[config.mk]
export PLATFORM = sky130hd
export DESIGN_NAME = histogram_accum_flat
export DESIGN_NICKNAME = d
export VERILOG_FILES = /design/src/rtl/histogram_accum_if.sv /design/src/rtl/histogram_accum.sv /design/src/flat_wrapper.sv
export SDC_FILE = /design/constraint.sdc
export NUM_CORES = 1
export LEC_CHECK = 0
export ABC_AREA = 1
export BUFFER_PORTS_ARGS = -buffer_cell sky130_fd_sc_hd__buf_2
export CAP_MARGIN = 40
export CORE_MARGIN = 2
export CORE_UTILIZATION = 40
export DETAILED_ROUTE_END_ITERATION = 10
export GPL_ROUTABILITY_DRIVEN = 0
export PLACE_DENSITY = 0.61
export SYNTH_ARGS = -nofsm -noshare
export SYNTH_HDL_FRONTEND = slang
export SYNTH_SLANG_ARGS = --single-unit
[constraint.sdc]
create_clock -name CLK -period 14.7 [get_ports CLK]
set_input_delay 2.205 -clock CLK [delete_from_list [all_inputs] [get_ports CLK]]
set_output_delay 2.205 -clock CLK [all_outputs]
set_load 0.005 [all_outputs]
[src/rtl/histogram_accum_if.sv]
// Sample/readout bus of the histogram accumulator.
// master: sample source + host (drives ENA, d_in, clr, rd_en, rd_addr).
// slave : histogram_accum (drives busy, mem_out, out_valid, rd_data, rd_valid, ovf_flag).
interface histogram_accum_if #(
  parameter int unsigned AW      = 7,
  parameter int unsigned COUNT_W = 7
);
  logic               ENA;
  logic [AW-1:0]      d_in;
  logic               clr;
  logic               busy;
  logic [COUNT_W-1:0] mem_out;
  logic               out_valid;
  logic               rd_en;
  logic [AW-1:0]      rd_addr;
  logic [COUNT_W-1:0] rd_data;
  logic               rd_valid;
  logic               ovf_flag;

  modport master (
    output ENA, d_in, clr, rd_en, rd_addr,
    input  busy, mem_out, out_valid, rd_data, rd_valid, ovf_flag
  );

  modport slave (
    input  ENA, d_in, clr, rd_en, rd_addr,
    output busy, mem_out, out_valid, rd_data, rd_valid, ovf_flag
  );
endinterface

[src/rtl/histogram_accum.sv]
// Per-bin occurrence counter over a single-port-write, sync-read RAM.
// Ports:
//   CLK  - clock, rising edge
//   RST  - asynchronous active-high reset; forces a full clear sweep
//   bus  - histogram_accum_if.slave: sample input (ENA/d_in), clear request
//          (clr), update result (mem_out/out_valid), random-access readout
//          (rd_en/rd_addr -> rd_data/rd_valid), busy and sticky ovf_flag.
// A sample accepted at edge k reads the RAM at k+1 and writes the new count
// at k+2; the result of the previous sample is forwarded to cover the
// read-during-write at k+1.
module histogram_accum #(
  parameter int unsigned NUM_BINS = 128,
  parameter int unsigned COUNT_W  = 7,
  parameter int unsigned SAT_MODE = 1
) (
  input logic CLK,
  input logic RST,
  histogram_accum_if.slave bus
);

  localparam int unsigned AW = $clog2(NUM_BINS);
  localparam logic [COUNT_W-1:0] MAX_COUNT = '1;

  typedef enum logic [1:0] {
    CLEAR = 2'd0,
    RUN   = 2'd1,
    DRAIN = 2'd2
  } state_t;

  state_t state, next_state;
  logic [AW-1:0] clr_addr;
  logic          drain_cnt;
  logic          busy_q;

  // Update pipeline
  logic               s1_valid, s2_valid;
  logic [AW-1:0]      s1_addr, s2_addr;
  logic [COUNT_W-1:0] ram_q;
  logic [COUNT_W-1:0] mem_out_q;
  logic               out_valid_q;
  logic [AW-1:0]      last_addr;
  logic               ovf_q;

  // Readout
  logic               rd_pend;
  logic               rd_valid_q;
  logic [COUNT_W-1:0] rd_data_q;

  logic [COUNT_W-1:0] mem [NUM_BINS];

  logic               accept_c;
  logic               rd_accept_c;
  logic               enter_clear_c;
  logic               fwd_c;
  logic               at_max_c;
  logic [COUNT_W-1:0] old_c;
  logic [COUNT_W-1:0] new_c;
  logic [AW-1:0]      ram_raddr_c;
  logic               ram_we_c;
  logic [AW-1:0]      ram_waddr_c;
  logic [COUNT_W-1:0] ram_wdata_c;

  // State register; busy tracks the registered "not RUN" condition
  always_ff @(posedge CLK or posedge RST) begin
    if (RST) begin
      state     <= CLEAR;
      clr_addr  <= '0;
      drain_cnt <= 1'b0;
      busy_q    <= 1'b1;
    end else begin
      state     <= next_state;
      clr_addr  <= (state == CLEAR) ? clr_addr + AW'(1) : '0;
      drain_cnt <= (state == DRAIN) && !drain_cnt;
      busy_q    <= (next_state != RUN);
    end
  end

  // Next state and RAM write port selection
  always_comb begin
    next_state    = state;
    enter_clear_c = 1'b0;
    ram_we_c      = s2_valid;
    ram_waddr_c   = s2_addr;
    ram_wdata_c   = new_c;
    case (state)
      CLEAR: begin
        ram_we_c    = 1'b1;
        ram_waddr_c = clr_addr;
        ram_wdata_c = '0;
        if (clr_addr == AW'(NUM_BINS - 1)) next_state = RUN;
      end
      RUN: begin
        if (bus.clr) next_state = DRAIN;
      end
      DRAIN: begin
        // Two cycles let the last accepted sample finish its write
        if (drain_cnt) begin
          next_state    = CLEAR;
          enter_clear_c = 1'b1;
        end
      end
      default: next_state = CLEAR;
    endcase
  end

  // Acceptance, forwarding and counter arithmetic
  always_comb begin
    accept_c    = bus.ENA && !busy_q;
    rd_accept_c = bus.rd_en && !bus.ENA && !busy_q && !s1_valid && !s2_valid;
    ram_raddr_c = rd_accept_c ? bus.rd_addr : s1_addr;
    // Previous result was written on the same edge this sample read the RAM
    fwd_c       = out_valid_q && (last_addr == s2_addr);
    old_c       = fwd_c ? mem_out_q : ram_q;
    at_max_c    = (old_c == MAX_COUNT);
    if (!at_max_c)          new_c = old_c + COUNT_W'(1);
    else if (SAT_MODE != 0) new_c = MAX_COUNT;
    else                    new_c = '0;
  end

  // Counter RAM: no reset, read-before-write on a shared address
  always_ff @(posedge CLK) begin
    if (ram_we_c) mem[ram_waddr_c] <= ram_wdata_c;
    ram_q <= mem[ram_raddr_c];
  end

  // Pipeline, result, readout and overflow registers
  always_ff @(posedge CLK or posedge RST) begin
    if (RST) begin
      s1_valid    <= 1'b0;
      s1_addr     <= '0;
      s2_valid    <= 1'b0;
      s2_addr     <= '0;
      mem_out_q   <= '0;
      out_valid_q <= 1'b0;
      last_addr   <= '0;
      rd_pend     <= 1'b0;
      rd_valid_q  <= 1'b0;
      rd_data_q   <= '0;
      ovf_q       <= 1'b0;
    end else begin
      s1_valid    <= accept_c;
      s1_addr     <= bus.d_in;
      s2_valid    <= s1_valid;
      s2_addr     <= s1_addr;
      out_valid_q <= s2_valid;
      if (s2_valid) begin
        mem_out_q <= new_c;
        last_addr <= s2_addr;
      end
      rd_pend    <= rd_accept_c;
      rd_valid_q <= rd_pend;
      if (rd_pend) rd_data_q <= ram_q;
      if (enter_clear_c)            ovf_q <= 1'b0;
      else if (s2_valid && at_max_c) ovf_q <= 1'b1;
    end
  end

  assign bus.busy      = busy_q;
  assign bus.mem_out   = mem_out_q;
  assign bus.out_valid = out_valid_q;
  assign bus.rd_data   = rd_data_q;
  assign bus.rd_valid  = rd_valid_q;
  assign bus.ovf_flag  = ovf_q;

endmodule

[src/flat_wrapper.sv]
// flat-port wrapper written by rule: the top's interface ports become plain ports
module histogram_accum_flat 
#(
  parameter int unsigned NUM_BINS = 128,
  parameter int unsigned COUNT_W  = 7,
  parameter int unsigned SAT_MODE = 1
)
  (CLK, RST, bus_ENA, bus_d_in, bus_clr, bus_rd_en, bus_rd_addr, bus_busy, bus_mem_out, bus_out_valid, bus_rd_data, bus_rd_valid, bus_ovf_flag);
  histogram_accum_if #(.AW((7)), .COUNT_W(COUNT_W)) bus_i ();
  input logic CLK;
  input logic RST;
  input wire logic [$bits(bus_i.ENA)-1:0] bus_ENA;
  input wire logic [$bits(bus_i.d_in)-1:0] bus_d_in;
  input wire logic [$bits(bus_i.clr)-1:0] bus_clr;
  input wire logic [$bits(bus_i.rd_en)-1:0] bus_rd_en;
  input wire logic [$bits(bus_i.rd_addr)-1:0] bus_rd_addr;
  output wire logic [$bits(bus_i.busy)-1:0] bus_busy;
  output wire logic [$bits(bus_i.mem_out)-1:0] bus_mem_out;
  output wire logic [$bits(bus_i.out_valid)-1:0] bus_out_valid;
  output wire logic [$bits(bus_i.rd_data)-1:0] bus_rd_data;
  output wire logic [$bits(bus_i.rd_valid)-1:0] bus_rd_valid;
  output wire logic [$bits(bus_i.ovf_flag)-1:0] bus_ovf_flag;
  assign bus_i.ENA = bus_ENA;
  assign bus_i.d_in = bus_d_in;
  assign bus_i.clr = bus_clr;
  assign bus_i.rd_en = bus_rd_en;
  assign bus_i.rd_addr = bus_rd_addr;
  assign bus_busy = bus_i.busy;
  assign bus_mem_out = bus_i.mem_out;
  assign bus_out_valid = bus_i.out_valid;
  assign bus_rd_data = bus_i.rd_data;
  assign bus_rd_valid = bus_i.rd_valid;
  assign bus_ovf_flag = bus_i.ovf_flag;
  histogram_accum #(.NUM_BINS(NUM_BINS), .COUNT_W(COUNT_W), .SAT_MODE(SAT_MODE)) u_core (.CLK(CLK), .RST(RST), .bus(bus_i));
endmodule
==> results.json <==
{
  "status": "complete, no violations",
  "finalHoldViolations": 0,
  "detail_route.wl_per_cell_um": 19.7,
  "finalClockSkew_ps": 38.4,
  "reg2reg_slack_ps": 10370,
  "drv_slew": 0,
  "drt_iter0_drc": 3002,
  "netlist_area_um2": 42100,
  "final_common_cell": "nand2_1",
  "crit_path_max_incr_delay_ps": 760,
  "r2r-start": "u_core.s2_addr[3]$_DFF_PP0_",
  "p_leak_nw": 21.1,
  "crit_slowest_cell": "buf_4",
  "place_area_um2": 43900,
  "die_y_um": 328,
  "dp_slack_ps": 8830,
  "finalSetupTns_ps": 0,
  "synth_top_family_by_area": "simple AND/OR/NAND/NOR gates",
  "setup_slack_ps": 9470,
  "timing.slew.headroom_pct": 20.8,
  "rows": 118,
  "critPathLaunch": "bus_rd_en",
  "worst_ep_arrival_time_ps": 5830,
  "totalWireLength_um": 111000,
  "hold_path_class": "register to register",
  "cp_data_required_time_ps": 15310,
  "cts-hold-fix-buffers": 0,
  "grt_first_pass_wirelength_um": 170000,
  "tightest_slew_ps": 1190,
  "numCtsBuffers": 99,
  "die_area_um2": 108000,
  "cts.sinks": 955,
  "grt_overflow": 0,
  "synthCells": 4187,
  "synth.area.mux_share_pct": 0.134,
  "timing.rr.end": "u_core.mem[51][4]$_DFFE_PP_",
  "post_cts.repair.setup_buffers": 0,
  "wl_met1_um": 46900,
  "clock_path_buffers": 3,
  "yosys.area_share.xor_xnor_pct": 0.0416,
  "worst-r2r-cell-count": 13,
  "grt_use_total_pct": 20.6,
  "highest_layer": "met4",
  "met2WireLength_um": 52000,
  "ctsResizeCount": 0,
  "cts_tree": "yes",
  "yosysSeqAreaShare_pct": 67.4,
  "syn2layout_area_growth_pct": 11.7,
  "setup_viol": 0,
  "synth_compound_area_share_pct": 0.797,
  "num_vias": 28500,
  "synth.area.top_cells": "edfxtp_1 (64%), nand3_1 (10%), nand2_1 (9.6%)",
  "fill_cells": 9721,
  "drive_gt1_share_pct": 6.46,
  "io_pins": 37,
  "synth_top_area_share_pct": 63.9,
  "dpl.cell_count": 5458,
  "dr.pass1.iters": 6,
  "clkLatencyLatePin_ps": 660,
  "drc": 0,
  "cap_viol_max_count": 0,
  "syn_nets": 4208,
  "worstPathCellList": "buf_2, inv_1, nor2_2, nand3_4, o21ai_4, buf_4, buf_16, buf_4, nand3_1, nand3_1, nand3_1, nand3_1, nand3_1, nand2_1, nand2_1, nand2_1",
  "synth_fa_ha_area_share_pct": 0.0595,
  "core_um2": 104000,
  "end_kind": "register",
  "cp_max_fo": 68,
  "detail-route-antenna-nets": 0,
  "diodes": 0,
  "grt_pass1_vias": 27200,
  "wl_met3_um": 8540,
  "start_kind": "primary input",
  "mostFrequentLayoutCells": "nand2_1 (1073), edfxtp_1 (896), nand3_1 (849), inv_1 (839), nor2_1 (153)",
  "start_util_pct": 40.5,
  "avgSynthCellArea_um2": 10.1,
  "port_buffers": 36,
  "fin_cells": 5634,
  "max_freq_mhz": 191,
  "antenna_found_initial": 0,
  "die_w_um": 328,
  "fin_nets": 4201,
  "root_buffer": "clkbuf_16",
  "synth_cell_types": 37,
  "yosysWarnings": 0,
  "ir_worst_vdd_mv": 0.0974,
  "clkTransAtPathRegs_ps": 60,
  "critPathKind": "primary input to register",
  "fin_area_um2": 47000,
  "cts-htree-levels": 3,
  "fin_crit_sh_pct": 35.6,
  "dp_hpwl_um": 64800,
  "grt_max_degree": 226,
  "hold_path_depth": 0,
  "crit_top_cell": "nand3_1",
  "vias_per_cell": 5.06,
  "synth_seq_cells": 955,
  "cp-endpoint": "u_core.ram_q[6]$_DFF_P_",
  "synth_top_area_cell": "edfxtp_1",
  "timing.final.crit_period_ps": 5230,
  "powerDensity_nw_per_um2": 121,
  "rsz0062_at_grt": "no",
  "synth_simple_gate_area_share_pct": 21.6
}
## sequential cells by signal (all words and copies together) (netlist names), 2 cells and up
signal / count
u_core.bus.mem_out: 7
u_core.bus.rd_data: 7
u_core.clr_addr: 7
u_core.last_addr: 7
u_core.mem: 896
u_core.ram_q: 7
u_core.s1_addr: 7
u_core.s2_addr: 7
u_core.state: 2
## cells in the mapped netlist, drive strengths merged
cell type     n
nand4         5
o21ai        30
o211ai        6
nand3       851
dfrtp        51
nand3b        7
ha            2
xnor2         1
nor3         10
buf         170
a21oi        12
a31oi         7
nand2      1078
dfxtp         7
edfxtp      896
dfstp         1
o32a          1
or2           6
xor2          1
mux2          5
o21a          1
clkbuf       40
nor2        156
inv         843
## per-stage QoR
step	hold WS (ps)	utilization (%)	total power, mW
after floorplan	352	-	3.17
after global placement	366	41.8	3.26
after detailed placement	363	42.2	3.26
after CTS	377	45.2	5.71
after global routing	388	45.2	5.84
final	373	45.2	5.68
## where the power goes
part	internal [mW]	leakage, nW	switching, mW
sequential	2.94	6.92	0.0120
clock	1.43	1.54	1.03
combinational	0.0723	12.6	0.185
total	4.45	21.1	1.23
## routing by layer
layer  vias up  track usage (%)
li1      13500                -
met1     13700             28.7
met2      1120             32.9
met3       188             3.00
met4         0             7.65
met5         -                0
## worst min path at each step
stage	slack [ps]	endpoint	start
after floorplan	350	u_core.bus.rd_valid$_DFF_PP0_	u_core.rd_pend$_DFF_PP0_
after global placement	370	u_core.s2_addr[3]$_DFF_PP0_	u_core.s1_addr[3]$_DFF_PP0_
after detailed placement	360	u_core.s2_addr[3]$_DFF_PP0_	u_core.s1_addr[3]$_DFF_PP0_
after CTS	380	u_core.s2_addr[3]$_DFF_PP0_	u_core.s1_addr[3]$_DFF_PP0_
after global routing	390	u_core.s2_addr[5]$_DFF_PP0_	u_core.s1_addr[5]$_DFF_PP0_
final	370	u_core.s2_addr[3]$_DFF_PP0_	u_core.s1_addr[3]$_DFF_PP0_
## cells by family after synthesis
logic type               after synthesis
flip-flops                           955
AND/OR/NAND/NOR                     2113
multiplexers                           5
adder cells (fa/ha/maj)                2
AO/OA/AOI/OAI                         57
buffers and inverters               1053
XOR/XNOR                               2
## worst max-delay path, delay by kind of cell
| family | cells | cell delay [ps] |
|---|---|---|
| buffers and inverters | 5 | 1550 |
| AOI/OAI and AO/OA | 1 | 300 |
| and+or+nand+nor | 10 | 1680 |
## area by class of cell
| class | count | area (µm²) | area share (%) |
|---|---|---|---|
| Sequential cell | 955 | 28300 | 60.3 |
| Multi-Input combinational cell | 2179 | 9700 | 20.6 |
| Inverter | 843 | 3170 | 6.73 |
| Clock inverter | 41 | 434 | 0.923 |
| Timing Repair Buffer | 102 | 951 | 2.02 |
| Clock buffer | 134 | 2700 | 5.73 |
| Tap cell | 1380 | 1730 | 3.67 |
Power figures use the tool's default switching activity.
